File: config.mk
export PLATFORM = sky130hd
export DESIGN_NAME = lsu_mem_seq_flat
export DESIGN_NICKNAME = d
export VERILOG_FILES = /design/src/rtl/singlecycle_pkg.sv /design/src/rtl/lsu_mem_seq_if.sv /design/src/rtl/lsu_lane_align.sv /design/src/rtl/lsu_mem_seq.sv /design/src/flat_wrapper.sv
export SDC_FILE = /design/constraint.sdc
export NUM_CORES = 1
export LEC_CHECK = 0
export BUFFER_PORTS_ARGS = -buffer_cell sky130_fd_sc_hd__buf_2
export CAP_MARGIN = 20
export CORE_MARGIN = 2
export CORE_UTILIZATION = 36
export CTS_BUF_LIST = sky130_fd_sc_hd__clkbuf_8
export DETAILED_ROUTE_END_ITERATION = 7
export GPL_TIMING_DRIVEN = 0
export HOLD_SLACK_MARGIN = 0.03
export PLACE_DENSITY = 0.61
export SLEW_MARGIN = 25
export SYNTH_ARGS = -nofsm -noshare
export SYNTH_HDL_FRONTEND = slang
export SYNTH_HIERARCHICAL = 1
export SYNTH_SLANG_ARGS = --single-unit
File: constraint.sdc
create_clock -name i_clk -period 5.3 [get_ports i_clk]
set_clock_uncertainty 0.15 [all_clocks]
set_input_delay 0.795 -clock i_clk [delete_from_list [all_inputs] [get_ports i_clk]]
set_output_delay 0.795 -clock i_clk [all_outputs]
set_load 0.01 [all_outputs]
File: src/rtl/singlecycle_pkg.sv
// Shared definitions for the LSU memory sequencer.
//   FUNCT3_WIDTH    : width of the LSU funct3 field
//   SZ_B/SZ_H/SZ_W  : access-size encodings in funct3[1:0]
//   lsu_seq_state_e : sequencer FSM states
//   size_mask()     : byte mask of an access before lane shifting
package singlecycle_pkg;

  localparam int unsigned FUNCT3_WIDTH = 3;

  localparam logic [1:0] SZ_B = 2'b00;
  localparam logic [1:0] SZ_H = 2'b01;
  localparam logic [1:0] SZ_W = 2'b10;

  typedef enum logic [2:0] {
    StIdle,
    StReq0,
    StWait0,
    StReq1,
    StWait1,
    StRsp
  } lsu_seq_state_e;

  // Illegal size yields an empty mask.
  function automatic logic [3:0] size_mask(input logic [1:0] size);
    logic [3:0] mask;
    case (size)
      SZ_B:    mask = 4'b0001;
      SZ_H:    mask = 4'b0011;
      SZ_W:    mask = 4'b1111;
      default: mask = 4'b0000;
    endcase
    return mask;
  endfunction

endpackage

File: src/rtl/lsu_mem_seq_if.sv
// Bundle of the LSU request/response handshake and the data-memory bus.
// Signal names keep the sequencer's view: i_* flow into the sequencer, o_* out of it.
//   slave  : the sequencer side
//   master : the LSU data path plus the memory (drives i_*, observes o_*)
interface lsu_mem_seq_if #(
  parameter int unsigned ADDR_W = 32
);

  // LSU request / response
  logic                                    i_req_vld;
  logic                                    o_req_rdy;
  logic [singlecycle_pkg::FUNCT3_WIDTH-1:0] i_funct3;
  logic                                    i_we;
  logic [ADDR_W-1:0]                       i_addr;
  logic [31:0]                             i_st_data;
  logic                                    o_rsp_vld;
  logic                                    o_rsp_err;
  logic [31:0]                             o_ld_data;

  // Data-memory bus
  logic                                    o_mem_vld;
  logic                                    i_mem_rdy;
  logic [ADDR_W-1:0]                       o_mem_addr;
  logic                                    o_mem_we;
  logic [3:0]                              o_mem_strb;
  logic [31:0]                             o_mem_wdata;
  logic                                    i_mem_rvld;
  logic [31:0]                             i_mem_rdata;

  modport slave (
    input  i_req_vld, i_funct3, i_we, i_addr, i_st_data, i_mem_rdy, i_mem_rvld, i_mem_rdata,
    output o_req_rdy, o_rsp_vld, o_rsp_err, o_ld_data,
    output o_mem_vld, o_mem_addr, o_mem_we, o_mem_strb, o_mem_wdata
  );

  modport master (
    output i_req_vld, i_funct3, i_we, i_addr, i_st_data, i_mem_rdy, i_mem_rvld, i_mem_rdata,
    input  o_req_rdy, o_rsp_vld, o_rsp_err, o_ld_data,
    input  o_mem_vld, o_mem_addr, o_mem_we, o_mem_strb, o_mem_wdata
  );

endinterface

File: src/rtl/lsu_lane_align.sv
// Combinational lane alignment for the LSU memory sequencer.
//   size_i, uns_i, lsb_i : access size, unsigned-load flag, byte offset in the word
//   st_data_i            : LSB-justified store data
//   rdata0_i, rdata1_i   : read data of the first and second word (second is 0 if unused)
//   strb8_o, wd64_o      : strobes / write data over two consecutive words
//   split_o              : access touches the second word
//   ld_data_o            : merged and extended load data
module lsu_lane_align
  import singlecycle_pkg::*;
(
  input  logic [1:0]  size_i,
  input  logic        uns_i,
  input  logic [1:0]  lsb_i,
  input  logic [31:0] st_data_i,
  input  logic [31:0] rdata0_i,
  input  logic [31:0] rdata1_i,
  output logic [7:0]  strb8_o,
  output logic [63:0] wd64_o,
  output logic        split_o,
  output logic [31:0] ld_data_o
);

  logic [55:0] merged;
  logic [31:0] raw;
  // Offsets never exceed 3, so the top byte of the second word never reaches the result.
  logic        unused_rdata1;

  assign unused_rdata1 = ^rdata1_i[31:24];

  always_comb begin
    strb8_o = {4'b0000, size_mask(size_i)} << lsb_i;
    wd64_o  = {32'b0, st_data_i} << {lsb_i, 3'b000};
    split_o = |strb8_o[7:4];

    merged  = {rdata1_i[23:0], rdata0_i} >> {lsb_i, 3'b000};
    raw     = merged[31:0];

    case (size_i)
      SZ_B:    ld_data_o = uns_i ? {24'b0, raw[7:0]}   : {{24{raw[7]}}, raw[7:0]};
      SZ_H:    ld_data_o = uns_i ? {16'b0, raw[15:0]}  : {{16{raw[15]}}, raw[15:0]};
      SZ_W:    ld_data_o = raw;
      default: ld_data_o = '0;
    endcase
  end

endmodule

File: src/rtl/lsu_mem_seq.sv
// LSU-to-data-memory sequencer. Takes one load/store per handshake, issues one or two
// aligned word transactions on a variable-latency bus, and returns one response.
//   i_clk, i_rst : clock, synchronous active-high reset
//   bus          : LSU request/response and memory bus (slave modport)
// All bus outputs are registered.
module lsu_mem_seq
  import singlecycle_pkg::*;
#(
  parameter bit          MISALIGN_EN = 1'b1,
  parameter int unsigned ADDR_W      = 32
) (
  input  logic         i_clk,
  input  logic         i_rst,
  lsu_mem_seq_if.slave bus
);

  lsu_seq_state_e         state_q;
  logic [FUNCT3_WIDTH-1:0] funct3_q;
  logic                   we_q;
  logic [ADDR_W-1:0]      addr_q;
  logic [31:0]            st_data_q;
  logic [31:0]            rdata0_q;

  logic                   in_idle;
  logic [FUNCT3_WIDTH-1:0] f3_sel;
  logic [1:0]             lsb_sel;
  logic [31:0]            st_sel;
  logic [31:0]            rd0_sel;
  logic [31:0]            rd1_sel;
  logic [7:0]             strb8;
  logic [63:0]            wd64;
  logic                   split;
  logic [31:0]            ld_data;
  logic                   illegal;
  logic                   misaligned;
  logic [ADDR_W-1:0]      base_in;
  logic [ADDR_W-1:0]      base_next;

  // In IDLE the aligner sees the incoming request so the first transaction can be
  // registered on the accepting edge; afterwards it sees the latched request.
  always_comb begin
    in_idle    = (state_q == StIdle);
    f3_sel     = in_idle ? bus.i_funct3        : funct3_q;
    lsb_sel    = in_idle ? bus.i_addr[1:0]     : addr_q[1:0];
    st_sel     = in_idle ? bus.i_st_data       : st_data_q;
    // Read data is merged on the completion cycle itself.
    rd0_sel    = (state_q == StWait0) ? bus.i_mem_rdata : rdata0_q;
    rd1_sel    = (state_q == StWait1) ? bus.i_mem_rdata : 32'b0;
    illegal    = (f3_sel[1:0] == 2'b11);
    misaligned = ((f3_sel[1:0] == SZ_H) && lsb_sel[0]) ||
                 ((f3_sel[1:0] == SZ_W) && (lsb_sel != 2'b00));
    base_in    = {bus.i_addr[ADDR_W-1:2], 2'b00};
    base_next  = {addr_q[ADDR_W-1:2], 2'b00} + ADDR_W'(4);
  end

  lsu_lane_align u_lane_align (
    .size_i    (f3_sel[1:0]),
    .uns_i     (f3_sel[2]),
    .lsb_i     (lsb_sel),
    .st_data_i (st_sel),
    .rdata0_i  (rd0_sel),
    .rdata1_i  (rd1_sel),
    .strb8_o   (strb8),
    .wd64_o    (wd64),
    .split_o   (split),
    .ld_data_o (ld_data)
  );

  always_ff @(posedge i_clk) begin
    if (i_rst) begin
      state_q         <= StIdle;
      funct3_q        <= '0;
      we_q            <= 1'b0;
      addr_q          <= '0;
      st_data_q       <= '0;
      rdata0_q        <= '0;
      bus.o_req_rdy   <= 1'b1;
      bus.o_rsp_vld   <= 1'b0;
      bus.o_rsp_err   <= 1'b0;
      bus.o_ld_data   <= '0;
      bus.o_mem_vld   <= 1'b0;
      bus.o_mem_addr  <= '0;
      bus.o_mem_we    <= 1'b0;
      bus.o_mem_strb  <= '0;
      bus.o_mem_wdata <= '0;
    end else begin
      case (state_q)
        StIdle: begin
          // o_req_rdy is always 1 here, so valid alone means accepted.
          if (bus.i_req_vld) begin
            funct3_q      <= bus.i_funct3;
            we_q          <= bus.i_we;
            addr_q        <= bus.i_addr;
            st_data_q     <= bus.i_st_data;
            bus.o_req_rdy <= 1'b0;
            if (illegal || (misaligned && !MISALIGN_EN)) begin
              state_q       <= StRsp;
              bus.o_rsp_vld <= 1'b1;
              bus.o_rsp_err <= 1'b1;
              bus.o_ld_data <= '0;
            end else begin
              state_q         <= StReq0;
              bus.o_mem_vld   <= 1'b1;
              bus.o_mem_addr  <= base_in;
              bus.o_mem_we    <= bus.i_we;
              bus.o_mem_strb  <= bus.i_we ? strb8[3:0] : 4'b1111;
              bus.o_mem_wdata <= bus.i_we ? wd64[31:0] : 32'b0;
            end
          end
        end
        StReq0: begin
          if (bus.i_mem_rdy) begin
            bus.o_mem_vld <= 1'b0;
            state_q       <= StWait0;
          end
        end
        StWait0: begin
          if (bus.i_mem_rvld) begin
            rdata0_q <= bus.i_mem_rdata;
            if (split) begin
              state_q         <= StReq1;
              bus.o_mem_vld   <= 1'b1;
              bus.o_mem_addr  <= base_next;
              bus.o_mem_strb  <= we_q ? strb8[7:4] : 4'b1111;
              bus.o_mem_wdata <= we_q ? wd64[63:32] : 32'b0;
            end else begin
              state_q       <= StRsp;
              bus.o_rsp_vld <= 1'b1;
              bus.o_rsp_err <= 1'b0;
              bus.o_ld_data <= we_q ? 32'b0 : ld_data;
            end
          end
        end
        StReq1: begin
          if (bus.i_mem_rdy) begin
            bus.o_mem_vld <= 1'b0;
            state_q       <= StWait1;
          end
        end
        StWait1: begin
          if (bus.i_mem_rvld) begin
            state_q       <= StRsp;
            bus.o_rsp_vld <= 1'b1;
            bus.o_rsp_err <= 1'b0;
            bus.o_ld_data <= we_q ? 32'b0 : ld_data;
          end
        end
        StRsp: begin
          state_q       <= StIdle;
          bus.o_rsp_vld <= 1'b0;
          bus.o_rsp_err <= 1'b0;
          bus.o_ld_data <= '0;
          bus.o_req_rdy <= 1'b1;
        end
        default: state_q <= StIdle;
      endcase
    end
  end

endmodule

File: src/flat_wrapper.sv
// flat-port wrapper written by rule: the top's interface ports become plain ports
module lsu_mem_seq_flat import singlecycle_pkg::*;
#(
  parameter bit          MISALIGN_EN = 1'b1,
  parameter int unsigned ADDR_W      = 32
)
  (i_clk, i_rst, bus_i_req_vld, bus_i_funct3, bus_i_we, bus_i_addr, bus_i_st_data, bus_i_mem_rdy, bus_i_mem_rvld, bus_i_mem_rdata, bus_o_req_rdy, bus_o_rsp_vld, bus_o_rsp_err, bus_o_ld_data, bus_o_mem_vld, bus_o_mem_addr, bus_o_mem_we, bus_o_mem_strb, bus_o_mem_wdata);
  lsu_mem_seq_if #(.ADDR_W(ADDR_W)) bus_i ();
  input  logic i_clk;
  input  logic i_rst;
  input wire logic [$bits(bus_i.i_req_vld)-1:0] bus_i_req_vld;
  input wire logic [$bits(bus_i.i_funct3)-1:0] bus_i_funct3;
  input wire logic [$bits(bus_i.i_we)-1:0] bus_i_we;
  input wire logic [$bits(bus_i.i_addr)-1:0] bus_i_addr;
  input wire logic [$bits(bus_i.i_st_data)-1:0] bus_i_st_data;
  input wire logic [$bits(bus_i.i_mem_rdy)-1:0] bus_i_mem_rdy;
  input wire logic [$bits(bus_i.i_mem_rvld)-1:0] bus_i_mem_rvld;
  input wire logic [$bits(bus_i.i_mem_rdata)-1:0] bus_i_mem_rdata;
  output wire logic [$bits(bus_i.o_req_rdy)-1:0] bus_o_req_rdy;
  output wire logic [$bits(bus_i.o_rsp_vld)-1:0] bus_o_rsp_vld;
  output wire logic [$bits(bus_i.o_rsp_err)-1:0] bus_o_rsp_err;
  output wire logic [$bits(bus_i.o_ld_data)-1:0] bus_o_ld_data;
  output wire logic [$bits(bus_i.o_mem_vld)-1:0] bus_o_mem_vld;
  output wire logic [$bits(bus_i.o_mem_addr)-1:0] bus_o_mem_addr;
  output wire logic [$bits(bus_i.o_mem_we)-1:0] bus_o_mem_we;
  output wire logic [$bits(bus_i.o_mem_strb)-1:0] bus_o_mem_strb;
  output wire logic [$bits(bus_i.o_mem_wdata)-1:0] bus_o_mem_wdata;
  assign bus_i.i_req_vld = bus_i_req_vld;
  assign bus_i.i_funct3 = bus_i_funct3;
  assign bus_i.i_we = bus_i_we;
  assign bus_i.i_addr = bus_i_addr;
  assign bus_i.i_st_data = bus_i_st_data;
  assign bus_i.i_mem_rdy = bus_i_mem_rdy;
  assign bus_i.i_mem_rvld = bus_i_mem_rvld;
  assign bus_i.i_mem_rdata = bus_i_mem_rdata;
  assign bus_o_req_rdy = bus_i.o_req_rdy;
  assign bus_o_rsp_vld = bus_i.o_rsp_vld;
  assign bus_o_rsp_err = bus_i.o_rsp_err;
  assign bus_o_ld_data = bus_i.o_ld_data;
  assign bus_o_mem_vld = bus_i.o_mem_vld;
  assign bus_o_mem_addr = bus_i.o_mem_addr;
  assign bus_o_mem_we = bus_i.o_mem_we;
  assign bus_o_mem_strb = bus_i.o_mem_strb;
  assign bus_o_mem_wdata = bus_i.o_mem_wdata;
  lsu_mem_seq #(.MISALIGN_EN(MISALIGN_EN), .ADDR_W(ADDR_W)) u_core (.i_clk(i_clk), .i_rst(i_rst), .bus(bus_i));
endmodule
After elaboration in Yosys (flattened, before gate mapping)
Index checks and enable logic that the tools add are counted.
{"block": "totals", "out_inout_bits": 105, "ff_bits": 208, "wordCells": 115, "inputBits": 105}
{"block": "op_classes", "shift": 3, "n_bitwise": 1, "muxes": 61, "add_sub_neg": 1, "eq_ne": 18, "reduce_logical": 16}
{"cell": "$mux 32", "n": 20}
{"cell": "$pmux 32 s2", "n": 2}
{"cell": "$pmux 32 s4", "n": 1}
{"cell": "$pmux 32 s3", "n": 1}
{"cell": "$shl 32x5->64", "n": 1}
{"cell": "$shr 56x5->32", "n": 1}
{"cell": "$add 32x3->32 const B", "n": 1}
{"cell": "$mux 24", "n": 1}
{"cell": "$mux 3", "n": 8}
{"cell": "$mux 4", "n": 6}
{"cell": "$ne 2x2->1 const B", "n": 8}
{"cell": "$pmux 3 s5", "n": 1}
{"cell": "$mux 1", "n": 14}
{"cell": "$pmux 4 s3", "n": 1}
{"cell": "$reduce_and 6->1", "n": 2}
{"cell": "$reduce_and 5->1", "n": 2}
{"cell": "$pmux 1 s4", "n": 2}
{"cell": "$pmux 4 s2", "n": 1}
{"cell": "$shl 4x2->8", "n": 1}
{"cell": "$eq 3x2->1 const B", "n": 2}
{"cell": "$eq 3x3->1 const B", "n": 2}
{"cell": "$reduce_and 2->1", "n": 3}
{"cell": "$eq 2x2->1 const B", "n": 2}
{"cell": "$ne 2x1->1 const B", "n": 2}
{"cell": "other kinds (14)", "n": 15}

Depth between registers and ports, before layout
{"block": "depth", "word_depth": 9, "mapped_depth": 17, "ltp_nobuf": 12}

By module
The synthesis kept the hierarchy.
{"module": "lsu_mem_seq", "area_per_inst_um2": 9755.6, "cells_per_inst": 1283, "instances": 1}
{"module": "lsu_lane_align", "area_per_inst_um2": 2044.5, "cells_per_inst": 264, "instances": 1}

Worst setup path before layout
OpenSTA, ideal clock, no wires.
{"block": "synth_timing", "path_kind": "register to register", "start": "register u_core.state_q[1]", "end": "register u_core.bus.o_mem_addr[13]", "slack_ps": 1272, "required_time_ps": 5016, "arrival_time_ps": 3744, "period_less_slack_ps": 4028, "stages_incl_launch_ff": 18, "n_path_buf": 5, "path_cell_list": "dfxtp_1 buf_4 nor3_1 buf_2 buf_2 mux2_2 inv_1 ha_1 mux2_2 a22o_1 or2_1 and3_1 o221a_2 buf_2 buf_6 and3_1 a21oi_1 o22ai_1"}
{"block": "synth_via", "elab_chain_cells": 8}
{"element": "start, declared", "line": "lsu_mem_seq.sv:17", "text": "lsu_seq_state_e state_q;"}
{"element": "start signal, assigned", "line": "lsu_mem_seq.sv:71", "text": "state_q <= StIdle;"}
{"element": "start signal, assigned", "line": "lsu_mem_seq.sv:97", "text": "state_q <= StRsp;"}
{"element": "start signal, assigned", "line": "lsu_mem_seq.sv:102", "text": "state_q <= StReq0;"}
{"element": "$logic_not 3->1 *", "line": "lsu_mem_seq.sv:42", "text": "in_idle = (state_q == StIdle);"}
{"element": "$mux 3 *", "line": "lsu_mem_seq.sv:43", "text": "f3_sel = in_idle ? bus.i_funct3 : funct3_q;"}
{"element": "via u_core.f3_sel[0]", "line": "lsu_mem_seq.sv:25", "text": "logic [FUNCT3_WIDTH-1:0] f3_sel;"}
{"element": "$eq 2x2->1 (tied with other cells)"}
{"element": "$pmux 4 s3 *", "line": "singlecycle_pkg.sv:26", "text": "case (size)"}
{"element": "$shl 4x2->8 *", "line": "lsu_lane_align.sv:31", "text": "strb8_o = {4'b0000, size_mask(size_i)} << lsb_i;"}
{"element": "via u_core.strb8[4]", "line": "lsu_mem_seq.sv:30", "text": "logic [7:0] strb8;"}
{"element": "$reduce_or 4->1 *", "line": "lsu_lane_align.sv:33", "text": "split_o = |strb8_o[7:4];"}
{"element": "via u_core.split", "line": "lsu_mem_seq.sv:32", "text": "logic split;"}
{"element": "$ne 2x1->1 (no line) *"}
{"element": "$reduce_and 5->1 (no line) *"}
{"element": "end signal, assigned", "line": "lsu_mem_seq.sv:104", "text": "bus.o_mem_addr <= base_in;"}
{"element": "end signal, assigned", "line": "lsu_mem_seq.sv:123", "text": "bus.o_mem_addr <= base_next;"}
{"element": "end, declared", "line": "lsu_mem_seq_if.sv:33", "text": "output o_mem_vld, o_mem_addr, o_mem_we, o_mem_strb, o_mem_wdata"}
Mark *: on every way through the listed nets, which the timed path passes. The rest lies on a longest branch.
A chain may end at the register's enable or synchronous reset.

Worst setup path in the final report
{"block": "layout_timing", "start": "register u_core.state_q[1]", "end": "register u_core.bus.o_ld_data[17]"}
{"element": "$logic_not 3->1 *", "line": "lsu_mem_seq.sv:42"}
{"element": "$mux 3 *", "line": "lsu_mem_seq.sv:43"}
{"element": "via u_core.f3_sel[0]", "line": "lsu_mem_seq.sv:25"}
{"element": "$eq 2x2->1 (tied with other cells)"}
{"element": "$pmux 4 s3 *", "line": "singlecycle_pkg.sv:26"}
{"element": "$shl 4x2->8 *", "line": "lsu_lane_align.sv:31"}
{"element": "via u_core.strb8[4]", "line": "lsu_mem_seq.sv:30"}
{"element": "$reduce_or 4->1 *", "line": "lsu_lane_align.sv:33"}
{"element": "via u_core.split", "line": "lsu_mem_seq.sv:32"}
{"element": "$ne 2x2->1 (no line) *"}
{"element": "$reduce_and 6->1 (no line) *"}
{"element": "end signal, assigned", "line": "lsu_mem_seq.sv:130", "text": "bus.o_ld_data <= we_q ? 32'b0 : ld_data;"}
{"element": "end signal, assigned", "line": "lsu_mem_seq.sv:145", "text": "bus.o_ld_data <= we_q ? 32'b0 : ld_data;"}
{"element": "end, declared", "line": "lsu_mem_seq_if.sv:32", "text": "output o_req_rdy, o_rsp_vld, o_rsp_err, o_ld_data,"}
Mark *: on every way through the listed nets, which the timed path passes. The rest lies on a longest branch. The select of a mux whose other input is x is not followed.

==> metrics.csv <==
stage,metric,value,unit
die,start_util,36.3,%
clocking,clk_pin_slew,0.06,ns
min_path,hold_path.class,reg2reg,
job,maxCapViolations,0,
synthesis,ys_warn_count,6,
sta,worstMarginPinSlew,0.772,ns
clocking,cts_buffer_depth,3,
place,dpl.hpwl,33500,µm
clocking,cts_tree,built,
critical_path,critPathCaptureType,register,
sta,hold_violations,0,
layout,syn2layout_area_growth,21.2,%
synthesis,syn_inst,1539,
grt,antenna_found_initial,5,
clocking,cts_resized,0,
route,via_per_inst,5.34,
critical_path,critPathRequiredTime,5.64,ns
route,wire_per_inst,19.1,µm
place,gp_congestion,0.961,
route,antenna_left,0,
sta,maxSlewViolCount,0,
grt,grt_pass1_vias,11471,
layout,fillers,3426,
sta,clock.fmax,0.198,GHz
synthesis,synth_area,11800,µm²
layout,regArea,4120,µm²
critical_path,worstPathBufferInverterCount,6,
layout,layout-drive-gt1-share,22.8,%
critical_path,crit_slowest_cell,a22oi_1,
layout,fin_area,14200,µm²
grt,track_usage,24.9,%
route,dr.first_iter.drc_count,941,
clocking,cts_post_setup_buffers_inserted,0,
critical_path,cp_max_fo,10,
route,totalWireLength,43300,µm
clocking,cts-root-buf,clkbuf_8,
die,row_count,66,
pwr,power.density,369,nW/µm²
sta,finalSetupViolCount,0,
synthesis,syn_avg_cell_area,7.63,µm²
layout,multi_input_area,6860,µm²
grt,overflow,0,
clocking,numCtsBuffers,40,
critical_path,crit_chain,buf_4 -> nor3_1 -> buf_2 -> buf_2 -> mux2_2 -> inv_1 -> ha_1 -> mux2_2 -> a22o_1 -> or2_1 -> and3b_1 -> o21ai_0 -> a22oi_1 -> buf_2 -> buf_4 -> nand3_1 -> o21ai_1,
outcome,status,finished clean,
place,place_area,13400,µm²
critical_path,slowest_delay,0.58,ns
clocking,clk_latency,0.55,ns
sta,min_period,5.06,ns
place,port_buffers,206,
critical_path,critPathArrivalTime,5.40,ns
clocking,h-tree-depth,2,
sta,fin_crit_sh,95.5,%
clocking,clkSinkCount,206,
pwr,peakVddDrop,0.000141,V
sta,rsz0062_at_grt,no,
pwr,leakage,5.83,nW
die,io_pins,210,
sta,final.setup.tns,0,ns
route,drt_pass1_iterations,5,
die,die_height,185,µm
grt,grt_max_degree,11,
critical_path,r2r_setup_slack,0.24,ns
grt,grt_pass1_wl,64900,µm
route,drc,0,
die,core-area,32400,µm²
pwr,finalPower,0.00525,W
critical_path,crit_type,reg2reg,
critical_path,path_delay_family,buffers and inverters,
critical_path,startpoint_type,register,
clocking,cts_hold_buf,0,
sta,max_slew_margin,48.6,%
route,vias,12140,
die,die_w,185,µm
layout,final_nets,1907,
critical_path,cp_common_cell,buf_2,
die,dieArea,34100,µm²
sequential cells by signal, indices dropped and copies added (netlist names):
| name | count |
|---|---|
| u_core/addr_q | 32 |
| u_core/bus.o_ld_data | 32 |
| u_core/bus.o_mem_addr | 30 |
| u_core/bus.o_mem_strb | 4 |
| u_core/bus.o_mem_vld | 1 |
| u_core/bus.o_mem_wdata | 32 |
| u_core/bus.o_mem_we | 1 |
| u_core/bus.o_req_rdy | 1 |
| u_core/bus.o_rsp_err | 1 |
| u_core/bus.o_rsp_vld | 1 |
| u_core/funct3_q | 3 |
| u_core/rdata0_q | 32 |
| u_core/st_data_q | 32 |
| u_core/state_q | 3 |
| u_core/we_q | 1 |
layout by cell type (no fill, tap or decap), types with 4 or more instances in the layout:
master / n
a211oi_1: 25
a21oi_1: 147
a311oi_1: 34
a31oi_1: 4
and2_1: 35
and3_1: 21
buf_2: 252
buf_4: 21
buf_6: 5
bufinv_16: 5
clkbuf_1: 74
clkbuf_8: 44
clkinv_2: 4
conb_1: 11
dfxtp_1: 206
diode_2: 5
ha_1: 6
inv_1: 33
mux2_2: 46
mux2i_1: 49
mux4_2: 18
nand2_1: 364
nand2b_1: 21
nand3_1: 105
nand3b_1: 5
nand4_1: 13
nor2_1: 85
nor2b_1: 12
nor3_1: 10
o21ai_0: 37
o21ai_1: 45
o22ai_1: 7
o311ai_1: 4
or3_1: 9
xnor2_1: 7
xor2_1: 20
report_power, final:
group / total (W) / switching, W / internal, W
logic: 0.00171 / 0.00108 / 0.000627
registers: 0.00180 / 0.000108 / 0.00169
clock network: 0.00174 / 0.000728 / 0.00101
layout make-up:
cell class,count,area share (%)
Antenna cell,5,0.0879
Clock inverter,27,1.78
Buffer,147,5.10
Inverter,20,0.527
Sequential cell,206,29.0
Tap cell,442,3.88
Timing Repair Buffer,206,7.24
Multi-Input combinational cell,1175,48.2
Clock buffer,44,4.25
worst paths after layout:
kind / start / end / cells after the start
min: u_core/bus.o_ld_data[24]$_SDFFE_PP0P_ / u_core/bus.o_ld_data[24]$_SDFFE_PP0P_ / 2
max: u_core/state_q[1]$_SDFFE_PP0P_ / u_core/bus.o_ld_data[17]$_SDFFE_PP0P_ / 17
max reg2reg: u_core/state_q[1]$_SDFFE_PP0P_ / u_core/bus.o_ld_data[17]$_SDFFE_PP0P_ / 17
min reg2reg: u_core/bus.o_ld_data[24]$_SDFFE_PP0P_ / u_core/bus.o_ld_data[24]$_SDFFE_PP0P_ / 2
per-stage QoR:
step	utilization (%)	cells	setup slack, ns	hold slack, ns
2_1_floorplan	-	1548	1.27	0.284
3_3_place_gp	41.3	2196	0.398	0.290
3_5_place_dp	41.3	2196	0.368	0.291
4_1_cts	44.0	2267	0.323	0.301
5_1_grt	44.0	2272	0.0297	0.318
6_report	44.0	2272	0.237	0.297
tightest hold or removal path: cells and delay by family, from the launching register on:
kind            cells  cell delay [ns]
simple gates        1             0.05
compound gates      1             0.05
flops               1             0.31
routing by layer:
metal	GRT usage (%)	routed length (µm)	vias to the layer above
li1	-	-	5828
met1	33.0	19100	5743
met2	40.6	19900	483
met3	3.99	2890	86
met4	9.46	1370	0
met5	0	0	-
No activity file was read; power rests on OpenSTA's default activity.
